**src/rtl/player_sprite_src.sv**
```systemverilog
// -----------------------------------------------------------------------------
// player_sprite_src
//   Per-player sprite source. It maps the current scan position onto an
//   address in the external 2048x3 colour-code RAM and turns the returned code
//   into 12-bit RGB through an 8-entry palette. It overlays that colour on the
//   incoming pixel stream with a fixed 3-cycle latency. It also owns a small
//   write-only register slot for position, control, palette and sprite-RAM
//   writes. Position and control are double-buffered: a write lands in a
//   shadow copy, and the shadow copy is promoted to the active copy on
//   frame_start.
//
// Ports
//   clk, reset            system clock, synchronous active-high reset
//   x, y                  current scan position (11 bits each)
//   frame_start           one-cycle pulse at start of frame
//   wr_en/reg_addr/wr_data  bus write strobe, register select, write data
//   si_rgb / so_rgb       upstream pixel in / composited pixel out
//   ram_addr_r, ram_dout  sprite RAM read port (1-cycle read latency)
//   ram_we, ram_addr_w, ram_din  sprite RAM write port
//
// Optional build macro
//   PLAYER_BLINK_EN       adds ctrl bit2 (blink) and a 5-bit frame counter.
//                         While blink is set, the sprite is hidden on 16 of
//                         every 32 frames.
// -----------------------------------------------------------------------------
module player_sprite_src #(
    parameter int ADDR_WIDTH = 11,
    parameter int DATA_WIDTH = 3,
    parameter int SPR_W      = 32,
    parameter int SPR_H      = 64,
    parameter int KEY_CODE   = 0
) (
    input  logic                  clk,
    input  logic                  reset,
    input  logic [10:0]           x,
    input  logic [10:0]           y,
    input  logic                  frame_start,
    input  logic                  wr_en,
    input  logic [2:0]            reg_addr,
    input  logic [31:0]           wr_data,
    input  logic [11:0]           si_rgb,
    output logic [11:0]           so_rgb,
    output logic [ADDR_WIDTH-1:0] ram_addr_r,
    input  logic [DATA_WIDTH-1:0] ram_dout,
    output logic                  ram_we,
    output logic [ADDR_WIDTH-1:0] ram_addr_w,
    output logic [DATA_WIDTH-1:0] ram_din
);

    localparam int XW    = $clog2(SPR_W);
    localparam int YW    = $clog2(SPR_H);
    localparam int PAL_N = 2 ** DATA_WIDTH;

    // ---------------- register decode ----------------
    logic wr_x0, wr_y0, wr_ctrl, wr_pal, wr_ram;
    assign wr_x0   = wr_en && (reg_addr == 3'd0);
    assign wr_y0   = wr_en && (reg_addr == 3'd1);
    assign wr_ctrl = wr_en && (reg_addr == 3'd2);
    assign wr_pal  = wr_en && (reg_addr == 3'd3);
    assign wr_ram  = wr_en && (reg_addr == 3'd4);

    // ---------------- shadow / active position and control ----------------
    logic [10:0] shadow_x0_reg, shadow_y0_reg, active_x0_reg, active_y0_reg;
    logic        shadow_en_reg, shadow_hflip_reg, active_en_reg, active_hflip_reg;

    always_ff @(posedge clk) begin
        if (reset) begin
            shadow_x0_reg    <= '0;
            shadow_y0_reg    <= '0;
            shadow_en_reg    <= 1'b0;
            shadow_hflip_reg <= 1'b0;
        end else begin
            if (wr_x0)
                shadow_x0_reg <= wr_data[10:0];
            if (wr_y0)
                shadow_y0_reg <= wr_data[10:0];
            if (wr_ctrl) begin
                shadow_en_reg    <= wr_data[0];
                shadow_hflip_reg <= wr_data[1];
            end
        end
    end

    // Nonblocking update means a same-cycle bus write is not yet visible here:
    // the active copy takes the pre-write shadow value.
    always_ff @(posedge clk) begin
        if (reset) begin
            active_x0_reg    <= '0;
            active_y0_reg    <= '0;
            active_en_reg    <= 1'b0;
            active_hflip_reg <= 1'b0;
        end else if (frame_start) begin
            active_x0_reg    <= shadow_x0_reg;
            active_y0_reg    <= shadow_y0_reg;
            active_en_reg    <= shadow_en_reg;
            active_hflip_reg <= shadow_hflip_reg;
        end
    end

    // ---------------- optional blink ----------------
    logic blink_hide;
`ifdef PLAYER_BLINK_EN
    logic       shadow_blink_reg, active_blink_reg;
    logic [4:0] frame_cnt_reg;

    always_ff @(posedge clk) begin
        if (reset) begin
            shadow_blink_reg <= 1'b0;
            active_blink_reg <= 1'b0;
            frame_cnt_reg    <= '0;
        end else begin
            if (wr_ctrl)
                shadow_blink_reg <= wr_data[2];
            if (frame_start) begin
                active_blink_reg <= shadow_blink_reg;
                frame_cnt_reg    <= frame_cnt_reg + 5'd1;
            end
        end
    end

    assign blink_hide = active_blink_reg && frame_cnt_reg[4];
`else
    assign blink_hide = 1'b0;
`endif

    // ---------------- palette (immediate, not double-buffered) ----------------
    logic [11:0] palette_reg [PAL_N];

    generate
        for (genvar gi = 0; gi < PAL_N; gi++) begin : g_pal
            always_ff @(posedge clk) begin
                if (reset)
                    palette_reg[gi] <= '0;
                else if (wr_pal && (wr_data[12 +: DATA_WIDTH] == DATA_WIDTH'(gi)))
                    palette_reg[gi] <= wr_data[11:0];
            end
        end
    endgenerate

    // ---------------- sprite RAM write port ----------------
    logic                  ram_we_reg;
    logic [ADDR_WIDTH-1:0] ram_addr_w_reg;
    logic [DATA_WIDTH-1:0] ram_din_reg;

    always_ff @(posedge clk) begin
        if (reset) begin
            ram_we_reg     <= 1'b0;
            ram_addr_w_reg <= '0;
            ram_din_reg    <= '0;
        end else begin
            ram_we_reg <= wr_ram;
            if (wr_ram) begin
                ram_addr_w_reg <= wr_data[ADDR_WIDTH+2:3];
                ram_din_reg    <= wr_data[DATA_WIDTH-1:0];
            end
        end
    end

    // ---------------- stage 1: hit test and address ----------------
    // The compares are done at 12 bits, so a sprite near the right edge of
    // the 11-bit range clips instead of wrapping to column 0.
    logic [11:0]           x_ext, y_ext, x0_ext, y0_ext, x_end, y_end;
    logic [10:0]           rel_x, rel_y;
    logic [XW-1:0]         col;
    logic                  hit_next;
    logic [ADDR_WIDTH-1:0] addr_next;

    always_comb begin
        x_ext     = {1'b0, x};
        y_ext     = {1'b0, y};
        x0_ext    = {1'b0, active_x0_reg};
        y0_ext    = {1'b0, active_y0_reg};
        x_end     = x0_ext + 12'(SPR_W);
        y_end     = y0_ext + 12'(SPR_H);
        hit_next  = active_en_reg && !blink_hide
                    && (x_ext >= x0_ext) && (x_ext < x_end)
                    && (y_ext >= y0_ext) && (y_ext < y_end);
        rel_x     = x - active_x0_reg;
        rel_y     = y - active_y0_reg;
        col       = active_hflip_reg ? (XW'(SPR_W - 1) - rel_x[XW-1:0]) : rel_x[XW-1:0];
        addr_next = {rel_y[YW-1:0], col};
    end

    logic                  hit_d1_reg, hit_d2_reg;
    logic [11:0]           si_d1_reg, si_d2_reg, so_rgb_reg;
    logic [ADDR_WIDTH-1:0] ram_addr_r_reg;

    always_ff @(posedge clk) begin
        if (reset) begin
            hit_d1_reg     <= 1'b0;
            si_d1_reg      <= '0;
            ram_addr_r_reg <= '0;
            hit_d2_reg     <= 1'b0;
            si_d2_reg      <= '0;
            so_rgb_reg     <= '0;
        end else begin
            // stage 1
            hit_d1_reg     <= hit_next;
            si_d1_reg      <= si_rgb;
            ram_addr_r_reg <= addr_next;
            // stage 2: RAM read in flight
            hit_d2_reg     <= hit_d1_reg;
            si_d2_reg      <= si_d1_reg;
            // stage 3: composite
            if (hit_d2_reg && (ram_dout != DATA_WIDTH'(KEY_CODE)))
                so_rgb_reg <= palette_reg[ram_dout];
            else
                so_rgb_reg <= si_d2_reg;
        end
    end

    assign so_rgb     = so_rgb_reg;
    assign ram_addr_r = ram_addr_r_reg;
    assign ram_we     = ram_we_reg;
    assign ram_addr_w = ram_addr_w_reg;
    assign ram_din    = ram_din_reg;

    // Bits the register map does not use.
    logic unused_bits;
    assign unused_bits = ^{wr_data[31:15], rel_x[10:XW], rel_y[10:YW]};

endmodule

```
**config.mk**
```make
export PLATFORM = sky130hd
export DESIGN_NAME = player_sprite_src
export DESIGN_NICKNAME = d
export VERILOG_FILES = /design/src/rtl/player_sprite_src.sv
export SDC_FILE = /design/constraint.sdc
export NUM_CORES = 1
export LEC_CHECK = 0
export ABC_CLOCK_PERIOD_IN_PS = 5600
export BUFFER_PORTS_ARGS = -buffer_cell sky130_fd_sc_hd__buf_2
export CORE_MARGIN = 2
export CORE_UTILIZATION = 25
export DETAILED_ROUTE_END_ITERATION = 6
export PLACE_DENSITY_LB_ADDON = 0.08
export SETUP_SLACK_MARGIN = 0.1
export SLEW_MARGIN = 10
export SYNTH_ARGS = -nofsm -noshare
export SYNTH_HDL_FRONTEND = slang
export SYNTH_SLANG_ARGS = --single-unit
export TNS_END_PERCENT = 100
```
**constraint.sdc**
```tcl
create_clock -name clk -period 5.6 [get_ports clk]
set_clock_uncertainty 0.2 [all_clocks]
set_input_delay 0.28 -clock clk [delete_from_list [all_inputs] [get_ports clk]]
set_output_delay 0.28 -clock clk [all_outputs]
set_load 0.02 [all_outputs]
```
==> results of run 1 <==
==> cells in the final DEF, fill, tap and decap left out, drive strengths merged, types with 2 or more instances in the layout <==
| master | synthesis | routed |
|---|---|---|
| nor2b | 31 | 31 |
| buf | 17 | 108 |
| and3 | 5 | 5 |
| ha | 35 | 35 |
| edfxtp | 84 | 84 |
| inv | 30 | 39 |
| nand4 | 2 | 2 |
| o21ai | 22 | 22 |
| and2 | 85 | 85 |
| and3b | 2 | 2 |
| mux2i | 27 | 27 |
| mux4 | 12 | 12 |
| dfxtp | 112 | 112 |
| a211oi | 2 | 2 |
| nand3 | 11 | 11 |
| nor2 | 65 | 65 |
| a22oi | 24 | 24 |
| nand2 | 92 | 92 |
| o21bai | 7 | 7 |
| fa | 2 | 2 |
| nand2b | 5 | 5 |
| o31ai | 2 | 2 |
| clkbuf | 39 | 20 |
| clkinv | 0 | 3 |
| nor3 | 5 | 5 |
| dlygate4sd3 | 0 | 20 |
| nor3b | 3 | 3 |
| a21o | 4 | 4 |
| a21oi | 47 | 47 |
| o311ai | 2 | 2 |
| xor2 | 3 | 3 |
| xnor2 | 13 | 13 |
| mux2 | 12 | 12 |
==> worst max-delay path, stage by stage (launching register included) <==
cell and delay, ns:
dfxtp_1 0.32, ha_1 0.22, fa_1 0.41, nand2b_1 0.16, a21oi_1 0.20, nand4b_1 0.12, and3_1 0.18, o311ai_1 0.34
and3b_1 0.21
==> worst min path at each step <==
stage / startpoint / endpoint / slack [ns] / cells after the start
6_report: wr_data[0] / shadow_y0_reg[0] / 0.03 / 3
2_1_floorplan: si_rgb[0] / si_d1_reg[0] / 0.21 / 1
3_3_place_gp: si_d1_reg[3] / si_d2_reg[3] / 0.22 / 1
4_1_cts: wr_data[1] / shadow_x0_reg[1] / 0.004 / 3
3_5_place_dp: si_d1_reg[1] / si_d2_reg[1] / 0.23 / 1
5_1_grt: wr_data[0] / shadow_y0_reg[0] / 0.02 / 3
==> kinds of logic after synthesis <==
logic type,after synthesis,share of synthesized area (%)
simple gates,312,18.1
compound gates,116,8.20
fa+ha+maj,37,5.49
mux,51,7.76
flops,196,54.7
buf+inv,86,4.11
xor+xnor,16,1.61
==> power by group through the flow <==
stage | logic (µW) | clock network (µW) | registers (µW)
after floorplan | 152 | 0 | 1600
after global placement | 268 | 0 | 1590
after detailed placement | 268 | 0 | 1590
after CTS | 279 | 1260 | 1560
after global routing | 303 | 1310 | 1570
final | 270 | 1210 | 1560
==> per-stage QoR <==
step                      cells  hold WS [ns]  util (%)
after global routing       1373        0.0195      30.1
after floorplan             814         0.208         -
final                      1373        0.0266      30.1
after detailed placement   1321         0.228      27.9
after CTS                  1372       0.00367      30.1
after global placement     1321         0.222      27.9
==> final cells by class <==
class                   count  area [µm²]
clock inverters            12         108
fillers                  3610       24100
flip-flops and latches    196        4760
well taps                 455         569
clock buffers              20         457
multi-input cells         532        3590
repair buffers            128         773
inverters                  30         113
==> metal layers <==
layer	up-vias	global-route usage, %	routed length, µm
li1	2967	-	-
met1	2762	17.5	10900
met2	71	22.9	11700
met3	15	2.48	588
met4	0	4.11	291
met5	-	0	0
==> results.toml, run 1 <==
[pwr]
ir_worst_vdd_mv = 0.211
power_switching_uw = 777
p_sw_share_pct = 25.6
p_leak_uw = 0.00398
p_int_uw = 2260
power_density_nw_per_um2 = 293
seq_power_share_pct = 51.3
p_comb_share_pct = 8.9
p_clk_share_pct = 39.8
finalPower_uw = 3040

[yosys]
synth_area_um2 = 8710
synth.area.top_cells = "edfxtp_1, dfxtp_1, and2_1"
synthFlopType = "dfxtp_1"
synth-seq-cells = 196
synth_common_cells = "dfxtp_1, nand2_1, and2_1"
synth_top_area_share_pct = 29.0
synth-edff-count = 84
ys_types = 52
synth_area_per_cell_um2 = 10.7
synthCells = 814
synth_warnings = 0
synthesis.nets = 927
synth_top_area_cell = "edfxtp_1"
synth_async_sr_flop_share_pct = 0
synth.most_common_cell = "dfxtp_1"
ys_seq_area_share_pct = 54.7

[timing]
rsz0062_at_grt = "no"
min_period_over_period_pct = 44.2
setup_viol = 0
tightest_slew_ns = 0.957
period_needed_ns = 2.48
slew_violations = 0
worst_slack_ns = 3.12
relSlewSlack_pct = 36.0
tns_ns = 0
final_hold_viol_count = 0
fmax_mhz = 404

[clock_tree]
clock_latency_ns = 0.44
postCtsHoldBufs = 19
cts-root-buf = "clkbuf_16"
ctsHtreeMaxLevel = 4
cts_resized = 0
post_cts_buffers = 0
clk_pin_slew_ns = 0.08
clockBufferDepth = 2
cts_sinks = 196
cts_made_buffers = 17
cts_tree = "yes"

[route]
vias = 5815
viasPerCell = 4.24
drt-initial-drc-count = 356
ant_nets = 0
wire_per_inst_um = 17.1
firstDrtPassIters = 4
routed_wl_um = 23500
drc = 0

[floorplanning]
core_area_um2 = 34500
dieHeight_um = 191
ioPinCount = 114
dieArea_um2 = 36300
die_x_um = 191
start_util_pct = 25.3
row_count = 68

[critical_path]
r2r_setup_slack_ns = 3.12
crit_start = "active_x0_reg[0]"
reg2reg_from = "active_x0_reg[0]"
start_kind = "flop"
arrival_ns = 2.61
crit_fanout = 3
critPathRequiredTime_ns = 5.73
end_kind = "flop"
critPathCapture = "hit_d1_reg"
timing.rr.end = "hit_d1_reg"
crit_type = "reg -> reg"
rr_worst_depth = 8

[layout]
antenna_cells = 0
area_growth_pct = 19.2
drive_above_1_share_pct = 19.0
layout.nets = 1018
largest_reg_flops = 84
final_area_um2 = 10400

[worst_hold_path]
min_path_type = "in -> reg"

[global_route]
grt_pass1_vias = 6064
grt_overflow = 0
grt_pass1_wl_um = 36300
grt_antenna_before_repair = 0
track_usage_pct = 13.5
grt_start_max_net_pins = 75

[placement]
io_buffers = 96
hpwl_um = 15700
pre_cts_slack_ns = 2.76
post_dp_cell_area_um2 = 9610
place_congestion = 0.699

[run_status]
status = "finished clean"

[run]
cap_violations = 0
Note: power is estimated with default switching activity, not from simulation.
==> inputs of run 2 (changes only) <==
Settings changed: ABC_CLOCK_PERIOD_IN_PS 5600 to 2200.
Clock period 5.6 ns to 2.2 ns, I/O delays scaled along.
==> results.toml, run 2 (synthesis results as in run 1) <==
[run_status]
status = "finished clean"

[critical_path]
reg2reg_from = "active_x0_reg[9]"
r2r_setup_slack_ns = 0.01
crit_type = "reg -> reg"
start_kind = "flop"
rr_worst_depth = 9
arrival_ns = 2.38
critPathRequiredTime_ns = 2.39
crit_fanout = 2
timing.rr.end = "hit_d1_reg"
end_kind = "flop"

[global_route]
track_usage_pct = 14.2
grt_pass1_vias = 6408
grt_overflow = 0
grt_antenna_before_repair = 1
grt_start_max_net_pins = 49
grt_pass1_wl_um = 38000

[run]
cap_violations = 0

[placement]
place_congestion = 0.718
pre_cts_slack_ns = -0.0228
io_buffers = 96
hpwl_um = 16700

[clock_tree]
clockBufferDepth = 2
clk_pin_slew_ns = 0.08
cts_tree = "yes"
ctsHtreeMaxLevel = 4
cts_made_buffers = 17
clock_latency_ns = 0.44
cts_sinks = 196
cts-root-buf = "clkbuf_16"

[layout]
layout.nets = 1080
final_cell_mix = "dfxtp_1, buf_2, nand2_1"
multiInputGateArea_um2 = 3630
fill_cells = 3602
final_common_cell = "dfxtp_1"
area_growth_pct = 25.8
utilization_pct = 31.8
drive_above_1_share_pct = 23.2
largest_reg_flops = 84
regArea_um2 = 4770

[floorplanning]
dieArea_um2 = 36300
row_count = 68
dieHeight_um = 191
start_util_pct = 25.3
core_area_um2 = 34500
die_x_um = 191
ioPinCount = 114

[route]
wire_per_inst_um = 16.9
viasPerCell = 4.24
drc = 0
firstDrtPassIters = 4
drt-initial-drc-count = 311
vias = 6087
ant_nets = 0
routed_wl_um = 24300

[worst_hold_path]
whs_path_depth = 4
min_path_type = "in -> reg"
min_to = "hit_d1_reg"
min_from = "y[6]"

[pwr]
power_density_nw_per_um2 = 713
p_leak_uw = 0.00429
ir_worst_vdd_mv = 0.587
finalPower_uw = 7810

[timing]
period_needed_ns = 2.19
final_hold_viol_count = 0
min_period_over_period_pct = 99.5
relSlewSlack_pct = 60.0
slew_violations = 0
setup_viol = 0
worst_slack_ns = 0.0107
fmax_mhz = 457
rsz0062_at_grt = "yes"
tns_ns = 0
tightest_slew_ns = 0.594
worst_hold_slack_ns = 0.0234
run 2: changes by cell type in the layout (fill, tap and decap cells not counted), moves of 3 or more:
cell	change
dfxtp_2	+6
buf_4	+40
dfxtp_1	-6
inv_8	+3
dlygate4sd3_1	+21
run 2: timing repair:
item                                    in CTS  in global routing
buffers inserted                             1                  2
endpoints found under the hold margin      116                  0
hold buffers                                41                  0
resized for setup                            5                  5
pin swaps                                    1                  3
endpoints found under the setup margin       1                  2
run 2: layout make-up:
| cell class | instances | area share, % |
|---|---|---|
| Tap cell | 455 | 5.20 |
| Sequential cell | 196 | 43.6 |
| Multi-Input combinational cell | 532 | 33.1 |
| Clock inverter | 14 | 1.19 |
| Timing Repair Buffer | 190 | 11.9 |
| Antenna cell | 1 | 0.0228 |
| Clock buffer | 18 | 4.01 |
| Inverter | 30 | 1.03 |
run 2: routing by layer:
layer	GRT usage [%]	wire length [µm]	up-vias
met5	0	0	-
met4	4.17	296	0
met3	2.65	571	16
met2	24.6	12300	74
met1	18.0	11100	2922
li1	-	-	3075
run 2: metrics by stage:
stage          cell area [µm²]  instances
2_1_floorplan             8730        814
3_3_place_gp              9920       1359
3_5_place_dp              9920       1359
5_1_grt                  11000       1436
6_report                 11000       1436
4_1_cts                  10900       1433
run 2: worst max-delay path by stage:
stage | start | endpoint | slack, ns
detailed placement | active_y0_reg[0] | hit_d1_reg | -0.02
floorplan | active_x0_reg[7] | hit_d1_reg | 0.06
global route | active_x0_reg[0] | hit_d1_reg | -0.12
CTS | active_x0_reg[9] | hit_d1_reg | -0.03
finish | active_x0_reg[9] | hit_d1_reg | 0.01
global placement | active_x0_reg[9] | hit_d1_reg | 0.007
run 2: power breakdown:
| part | internal [µW] | switching, µW | total (µW) |
|---|---|---|---|
| Clock | 1540 | 1550 | 3090 |
| Sequential | 3930 | 43.3 | 3970 |
| Combinational | 325 | 430 | 755 |
run 2: worst max-delay path, stage by stage (launching register included):
cell	delay, ns
dfxtp_2	0.33
and3_4	0.20
nand3_4	0.07
xnor2_2	0.13
ha_1	0.29
a21o_2	0.20
a221oi_2	0.21
o221a_1	0.20
o311ai_1	0.08
and3b_1	0.22
